## src/rtl/gf2m_inv163.sv

```systemverilog
// GF(2^163) inverter, P(x) = x^163 + x^7 + x^6 + x^3 + 1, binary extended Euclid.
// One iteration per clock; valid/ready on the operand and result sides.
module gf2m_inv163 #(
  parameter int         M    = 163,
  parameter logic [M:0] POLY = 164'h8_0000_0000_0000_0000_0000_0000_0000_0000_0000_00C9
) (
  input  logic         clk,
  input  logic         rst_n,
  input  logic         in_valid,
  output logic         in_ready,
  input  logic [M-1:0] a,
  output logic         out_valid,
  input  logic         out_ready,
  output logic [M-1:0] c,
  output logic         err
);

  localparam logic [8:0] WD_LIM = 9'(2 * M + 1);

  typedef enum logic [1:0] {IDLE, ITER, DONE} state_t;

  state_t       r_state, w_state_nxt;
  logic [M-1:0] r_u, r_g1, r_g2, r_c;
  logic [M:0]   r_v;
  logic [7:0]   r_du, r_dv;
  logic [8:0]   r_wd;
  logic         r_err;

  logic [M:0]   w_uv;
  logic [M-1:0] w_g12;
  logic         w_u_one, w_v_one, w_wd_exp, w_a_zero;

  function automatic logic [7:0] deg(input logic [M-1:0] x);
    deg = 8'd0;
    for (int i = 0; i < M; i++)
      if (x[i]) deg = 8'(i);
  endfunction

  // Division by x modulo P: fold P in first when the constant term is set.
  function automatic logic [M-1:0] div_x(input logic [M-1:0] g);
    logic [M:0] t;
    t = g[0] ? ({1'b0, g} ^ POLY) : {1'b0, g};
    div_x = t[M:1];
  endfunction

  assign w_uv     = {1'b0, r_u} ^ r_v;
  assign w_g12    = r_g1 ^ r_g2;
  assign w_u_one  = (r_u == M'(1));
  assign w_v_one  = (r_v == (M+1)'(1));
  assign w_wd_exp = (r_wd == WD_LIM);
  assign w_a_zero = (a == '0);

  assign in_ready  = (r_state == IDLE);
  assign out_valid = (r_state == DONE);
  assign c         = r_c;
  assign err       = r_err;

  always_ff @(posedge clk or negedge rst_n) begin
    if (!rst_n) r_state <= IDLE;
    else        r_state <= w_state_nxt;
  end

  always_comb begin
    w_state_nxt = r_state;
    case (r_state)
      IDLE: if (in_valid) w_state_nxt = w_a_zero ? DONE : ITER;
      ITER: if (w_u_one || w_v_one || w_wd_exp) w_state_nxt = DONE;
      DONE: if (out_ready) w_state_nxt = IDLE;
      default: w_state_nxt = IDLE;
    endcase
  end

  always_ff @(posedge clk or negedge rst_n) begin
    if (!rst_n) begin
      r_u   <= '0;
      r_v   <= '0;
      r_g1  <= '0;
      r_g2  <= '0;
      r_du  <= '0;
      r_dv  <= '0;
      r_wd  <= '0;
      r_c   <= '0;
      r_err <= 1'b0;
    end else begin
      case (r_state)
        IDLE: begin
          if (in_valid) begin
            if (w_a_zero) begin
              r_c   <= '0;
              r_err <= 1'b1;
            end else begin
              r_u   <= a;
              r_v   <= POLY;
              r_g1  <= M'(1);
              r_g2  <= '0;
              r_du  <= deg(a);
              r_dv  <= 8'(M);
              r_wd  <= '0;
              r_err <= 1'b0;
            end
          end
        end
        ITER: begin
          r_wd <= r_wd + 9'd1;
          if (w_u_one) begin
            r_c <= r_g1;
          end else if (w_v_one) begin
            r_c <= r_g2;
          end else if (w_wd_exp) begin
            r_c   <= '0;
            r_err <= 1'b1;
          end else if (!r_u[0]) begin
            r_u  <= r_u >> 1;
            r_g1 <= div_x(r_g1);
            r_du <= r_du - 8'd1;
          end else if (!r_v[0]) begin
            r_v  <= r_v >> 1;
            r_g2 <= div_x(r_g2);
            r_dv <= r_dv - 8'd1;
          end else if (r_du >= r_dv) begin
            // du >= dv implies deg(v) < 163, so bit M of u^v is zero here
            r_u  <= w_uv[M:1];
            r_g1 <= div_x(w_g12);
            r_du <= r_du - 8'd1;
          end else begin
            r_v  <= {1'b0, w_uv[M:1]};
            r_g2 <= div_x(w_g12);
            r_dv <= r_dv - 8'd1;
          end
        end
        default: ;
      endcase
    end
  end

endmodule

```

## config.mk

```make
export PLATFORM = sky130hd
export DESIGN_NAME = gf2m_inv163
export DESIGN_NICKNAME = d
export VERILOG_FILES = /design/src/rtl/gf2m_inv163.sv
export SDC_FILE = /design/constraint.sdc
export NUM_CORES = 2
export LEC_CHECK = 0
export ABC_AREA = 1
export BUFFER_PORTS_ARGS = -buffer_cell sky130_fd_sc_hd__clkbuf_2
export CELL_PAD_IN_SITES_DETAIL_PLACEMENT = 0
export CELL_PAD_IN_SITES_GLOBAL_PLACEMENT = 1
export CORE_ASPECT_RATIO = 1.1
export CORE_MARGIN = 4
export CORE_UTILIZATION = 35
export DETAILED_ROUTE_END_ITERATION = 12
export PLACE_DENSITY_LB_ADDON = 0.1
export SLEW_MARGIN = 20
export SYNTH_ARGS = -nofsm -noshare
export SYNTH_HDL_FRONTEND = slang
export SYNTH_SLANG_ARGS = --single-unit
```

## constraint.sdc

```tcl
create_clock -name clk -period 5.7 [get_ports clk]
set_clock_uncertainty 0.2 [all_clocks]
set_input_delay 0.285 -clock clk [delete_from_list [all_inputs] [get_ports clk]]
set_output_delay 0.285 -clock clk [all_outputs]
set_load 0.005 [all_outputs]
```

==> Yosys cells after proc, flatten, opt, wreduce, memory -nomap -nowiden <==
Cells that the tools add are included.
{ "word_totals": {"register_bits": 844, "out_inout_bits": 166, "word_cells": 292, "inputBits": 167} }
{ "op_classes": {"bitwise_logic": 5, "eq_ne": 19, "mux": 239, "order_cmp": 1, "reduce_logical": 13, "addsub": 3} }
{ "op_table": {"columns": ["op", "count"], "rows": [
  ["2-to-1 mux 163 bit", 29],
  ["2-to-1 mux 164 bit", 11],
  ["2-to-1 mux 8 bit", 177],
  ["case mux 163 bit (2 select lines)", 4],
  ["case mux 164 bit (2 select lines)", 1],
  ["== test 164 x 1 -> 1 bit, second input constant", 1],
  ["bitwise XOR 163 x 164 -> 164 bit", 1],
  ["== test 163 x 1 -> 1 bit, second input constant", 1],
  ["zero test 163 bit", 1],
  ["bitwise XOR 163 bit", 1],
  ["case mux 8 bit (2 select lines)", 2],
  ["2-to-1 mux 9 bit", 2],
  ["case mux 9 bit (2 select lines)", 1],
  ["inequality test 2 bit, second input constant", 8],
  ["AND reduction 8 bit", 2],
  ["subtractor 8 x 1 -> 8 bit, second input constant", 2],
  ["NOT 4 -> 5 bit", 3],
  ["adder 9 x 1 -> 9 bit, second input constant", 1],
  ["== test 9 bit, second input constant", 1],
  ["inequality test 3 bit, second input constant", 3],
  ["greater-or-equal comparator 8 bit", 1],
  ["2-to-1 mux 2 bit", 4],
  ["AND reduction 7 bit", 1],
  ["2-to-1 mux 1 bit", 6],
  ["13 further kinds", 16]
]} }

==> Longest topological paths before layout <==
{ "logic_depth": {"ltp_word": 165, "mapped_depth": 163, "ltp_nobuf": 163} }

==> Worst setup path after synthesis <==
OpenSTA, ideal clock, no wires.
{ "synth_path": {"path_kind": "input port to flip-flop", "from": "input port a[2]", "to": "register r_du[0]", "slack_ps": -1697, "path_buffers": 0, "t_arrival_ps": 7124, "required_ps": 5427, "setup_ps": 73, "path_stages": 163, "cell_sequence": "inv_2 nand2_1 nand2_1 nand2_1 nand2_1 nand2_1 nand2_1 nand2_1 nand2_1 nand2_1 nand2_1 nand2_1 nand2_1 nand2_1 nand2_1 nand2_1 nand2_1 nand2_1 (+127 left out) nand2_1 nand2_1 nand2_1 nand2_1 nand2_1 nand2_1 nand2_1 nand2_1 nand2_1 nand2_1 nand2_1 nand2_1 nand2_1 nand2_1 nand2_1 nand2_1 nand2_1 a21oi_2"} }
{ "synth_between": {"elab_chain_cells": 164, "word_cells_on_any_way": 167, "cone_classes": "eq/ne: 1; mux: 164; reduce/logical: 2"} }
{ "synth_rtl": {"columns": ["element", "line", "text"], "rows": [
  ["from (decl)", "11", "input logic [M-1:0] a,"],
  ["2-to-1 mux 8 bit (161 in a row)", "36", "if (x[i]) deg = 8'(i);"],
  ["2-to-1 mux 8 bit", "88", "if (w_a_zero) begin"],
  ["2-to-1 mux 8 bit", "87", "if (in_valid) begin"],
  ["case mux 8 bit (2 select lines)", "85", "case (r_state)"],
  ["to (signal assigned)", "96", "r_du <= deg(a);"],
  ["to (signal assigned)", "115", "r_du <= r_du - 8'd1;"],
  ["to (signal assigned)", "124", "r_du <= r_du - 8'd1;"],
  ["to (decl)", "25", "logic [7:0] r_du, r_dv;"]
]} }
Several ways; a longest one is shown, not always the timed one. The select of a mux whose other input is x is not followed.
A chain may end at the register's enable or synchronous reset.

==> Worst setup path in the final report <==
Ends and elaborated chain as after synthesis.

==> impl_results.rst <==
.. list-table::
   :header-rows: 1

   * - Metric
     - Value
   * - Slew Limit Headroom
     - 23.59%
   * - Max H-tree Level
     - 3
   * - Weighted congestion reported at the end of routability-driven placement
     - 0.8077
   * - Number of antenna violations at the first check in global routing
     - 2
   * - Number of port buffers
     - 332
   * - Mean number of vias per cell
     - 5.397
   * - Design internal power
     - 17,480 uW
   * - Combined area of the multi-input logic cells
     - 21,800 um2
   * - Fill cell total of the finished layout
     - 14,000
   * - Largest stage delay on the critical path
     - 0.11 ns
   * - Final Util
     - 42.00%
   * - 1st-iter DRT viols
     - 3,066
   * - Maximum resistive drop on vdd
     - 0.0009832 V
   * - Final worst path period share
     - 143.3%
   * - Placed Instances
     - 7,928
   * - All-Layer GR Usage
     - 22.70%
   * - First-pass DRT Iterations
     - 5
   * - Area growth from synthesis to layout
     - 19.25%
   * - Comb power frac
     - 49.7%
   * - Classification of the worst setup path
     - in -> reg
   * - Post-route antenna net violation count
     - 0
   * - Reported leakage power
     - 0.02488 uW
   * - Net count after synthesis
     - 6,259
   * - Count of maximum capacitance violations
     - 0
   * - Capture point of the worst reg-to-reg path
     - r_g1[80]
   * - Final worst-path setup slack
     - -2.467 ns
   * - Leading cell type by number of instances after synthesis
     - sky130_fd_sc_hd__nand2_1
   * - Final Net Count
     - 6,571
   * - Crit-path most repeated cell
     - sky130_fd_sc_hd__nand2_1
   * - Post-layout minimum cycle time
     - 8.167 ns
   * - Area of the die
     - 143,000 um2
   * - Cell type contributing the most total cell area after synthesis
     - sky130_fd_sc_hd__dfrtp_1
   * - Top cells by area, synth
     - sky130_fd_sc_hd__dfrtp_1, sky130_fd_sc_hd__nand2_1, sky130_fd_sc_hd__o21ai_0, sky130_fd_sc_hd__inv_1, sky130_fd_sc_hd__o211ai_1
   * - Total power per unit cell area
     - 586.4 nW/um2
   * - Metal3 WL
     - 6693 um
   * - Worst setup path startpoint
     - a[2]
   * - Clock buffer depth
     - 3
   * - HPWL reported at the end of detailed placement
     - 101,700 um
   * - CTS buffer count
     - 101
   * - Crit Path Max Fanout
     - 2
   * - Clk pin slew, worst setup/hold paths
     - 0.06 ns
   * - Largest net degree at the start of global routing
     - 195
   * - Routed length per placed instance
     - 19.98 um
   * - DP Worst Slack
     - -3.550 ns
   * - Via total after detailed routing
     - 44,670
   * - Startpoint Class
     - input port
   * - Async set-reset flop share out of synthesis
     - 100.0%
   * - Ys Warns
     - 0
   * - Failing checks
     - negative hold slack, negative setup slack
   * - Slowest-stage cell, CP
     - sky130_fd_sc_hd__a21oi_2
   * - Result of the run
     - finished, violations left
   * - Net Sw Frac
     - 47.86%
   * - Worst hold slack
     - -0.01776 ns
   * - Total overflow reported by the global router
     - 0
   * - Number of sinks on the clock net
     - 844
   * - Ports
     - 333
   * - Top routing layer in use
     - met4
   * - Starting Density
     - 35.22%
   * - Setup violations, final
     - 1
   * - Beginning of the worst register-to-register path
     - r_v[31]
   * - Part of the total power dissipated in sequential elements
     - 29.8%
   * - Post-synthesis sequential area ratio
     - 44.06%
   * - Setup repair after global routing missed its margin
     - true
   * - Row count
     - 142
   * - Part of the total power dissipated in the clock network
     - 20.5%
   * - Critical path capture point
     - r_du[0]
   * - Root Driver
     - sky130_fd_sc_hd__clkbuf_16
   * - Worst Max-Slew Pin Slew
     - 1.146 ns
   * - Clock Latency Late Sink
     - 0.71 ns
   * - Highest achievable clock rate
     - 122.4 MHz
   * - Count of pins over their slew limit
     - 0
   * - Gate Count Post-Synth
     - 6,081
   * - Remaining routing DRC violations
     - 0
   * - Net Sw Power
     - 16,040 uW
   * - Worst Setup End Kind
     - register
   * - Sequential cell area in the final layout
     - 21,120 um2
   * - Final-report hold violation count
     - 2
   * - TritonCTS clock tree
     - built
   * - Worst Hold Class
     - in -> async
   * - Length in cells of the worst reg-to-reg path
     - 13
   * - Worst-case register-to-register setup slack
     - 1.09 ns
   * - Number of enable flip-flop cells after synthesis
     - 0
   * - Wire length after detailed routing
     - 165,400 um
   * - Data required time of the critical path
     - 6.12 ns
   * - Arrival time of data at the critical path endpoint
     - 8.59 ns
   * - Mean post-synth cell area
     - 7.883 um2
   * - M1 wire length
     - 75,940 um
   * - Non-filler cells in the finished layout
     - 8,278
   * - Post-Synthesis Cell Area
     - 47,940 um2
   * - Netlist cell types
     - 40
   * - Most instantiated flip-flop cell in the synthesis netlist
     - sky130_fd_sc_hd__dfrtp_1
   * - Die X-Extent
     - 360.9 um
   * - Leading post-synthesis cells by instance count
     - sky130_fd_sc_hd__nand2_1, sky130_fd_sc_hd__dfrtp_1, sky130_fd_sc_hd__o21ai_0
   * - Fraction of layout instances using a drive strength above 1
     - 11.87%
   * - First-pass GRT wire length
     - 262,700 um
   * - Synthesized flop and latch total
     - 844
   * - Core Area
     - 136,100 um2
   * - WL met2
     - 78,920 um
   * - Via count of the first global-routing pass
     - 44,600
   * - Portion of synthesized cell area occupied by the leading cell type
     - 44.06%
   * - Overall die height
     - 396.1 um
## worst max-delay path, delay by kind of cell
kind / cells / cell delay [ns]
AND/OR/NAND/NOR: 161 / 7.99
buffers and inverters: 2 / 0.13
AO/OA/AOI/OAI: 1 / 0.11
## sequential cells by signal, summed over array words and instances, names as in the netlist
register,count
r_g1,163
r_u,163
err,1
r_v,164
c,163
r_dv,8
r_wd,9
r_state,2
r_g2,163
r_du,8
## repair_timing
item                                   4_1_cts  5_1_grt
endpoints found under the hold margin      256        0
pin swaps                                    1       14
setup buffers                                0        5
resized for setup                            3       58
setup endpoints to repair                    1        2
hold buffers                               165        0
## area by class of cell
type | count | area share (%)
repair buffers | 645 | 8.473
diodes | 1 | 0.004378
inverters | 711 | 6.348
clock inverters | 36 | 0.8405
clock buffers | 151 | 5.297
well taps | 1800 | 3.940
multi-input cells | 4090 | 38.14
flip-flops and latches | 844 | 36.95
## how the worst min path moves through the flow
stage	startpoint	to	slack, ns
after floorplan	rst_n	c[0]	-0.21
after global placement	rst_n	c[82]	0.20
after detailed placement	rst_n	c[82]	0.19
after CTS	rst_n	c[82]	0.02
after global routing	rst_n	c[82]	0.06
final	rst_n	c[82]	-0.02
## metal layers
| layer | global-route usage, % | vias up |
|---|---|---|
| li1 | - | 21590 |
| met1 | 30.99 | 21960 |
| met2 | 38.23 | 931 |
| met3 | 2.591 | 190 |
| met4 | 6.167 | 0 |
| met5 | 0 | - |
## cell usage in the layout, fill, tap and decap left out, types with 28 or more instances in the layout
cell type and count:
sky130_fd_sc_hd__o221ai_1 161, sky130_fd_sc_hd__inv_1 630, sky130_fd_sc_hd__a21oi_1 179, sky130_fd_sc_hd__nor4_1 57
sky130_fd_sc_hd__o22ai_1 320, sky130_fd_sc_hd__bufinv_8 67, sky130_fd_sc_hd__dlygate4sd3_1 152, sky130_fd_sc_hd__dfrtp_1 843
sky130_fd_sc_hd__clkbuf_2 328, sky130_fd_sc_hd__nor2_1 178, sky130_fd_sc_hd__clkbuf_16 103, sky130_fd_sc_hd__o211ai_1 292
sky130_fd_sc_hd__xnor2_1 167, sky130_fd_sc_hd__o21a_1 73, sky130_fd_sc_hd__nand4_1 56, sky130_fd_sc_hd__nand3_1 318
sky130_fd_sc_hd__nand2_1 1290, sky130_fd_sc_hd__o21ai_1 78, sky130_fd_sc_hd__buf_4 118, sky130_fd_sc_hd__buf_12 28
sky130_fd_sc_hd__o21ai_0 770
## cells by family after synthesis
| kind of cell | after synthesis | synth area share, % |
|---|---|---|
| simple gates | 1970 | 16.97 |
| xor+xnor | 175 | 3.197 |
| fa+ha+maj | 11 | 0.2871 |
| flops | 844 | 44.06 |
| compound gates | 1934 | 24.57 |
| buf+inv | 1147 | 10.91 |
## stage by stage
stage,setup TNS [ns],area [um2],hold WS (ns),power [uW]
after floorplan,-1.697,47940,-0.2106,21300
after global placement,-4.171,51830,0.1998,26610
after detailed placement,-3.940,51830,0.1946,26680
after CTS,-2.687,57000,0.01866,33830
after global routing,-4.298,57160,0.06324,36320
final,-2.467,57160,-0.01776,33520
## power groups by stage
stage	clock [uW]	combinational [uW]	sequential, uW
CTS	7060	16800	9970
global placement	0	16600	10000
finish	6880	16700	9990
global route	7300	18700	10300
floorplan	0	11700	9560
detailed placement	0	16600	10100
(Power assumes the default switching activity.)
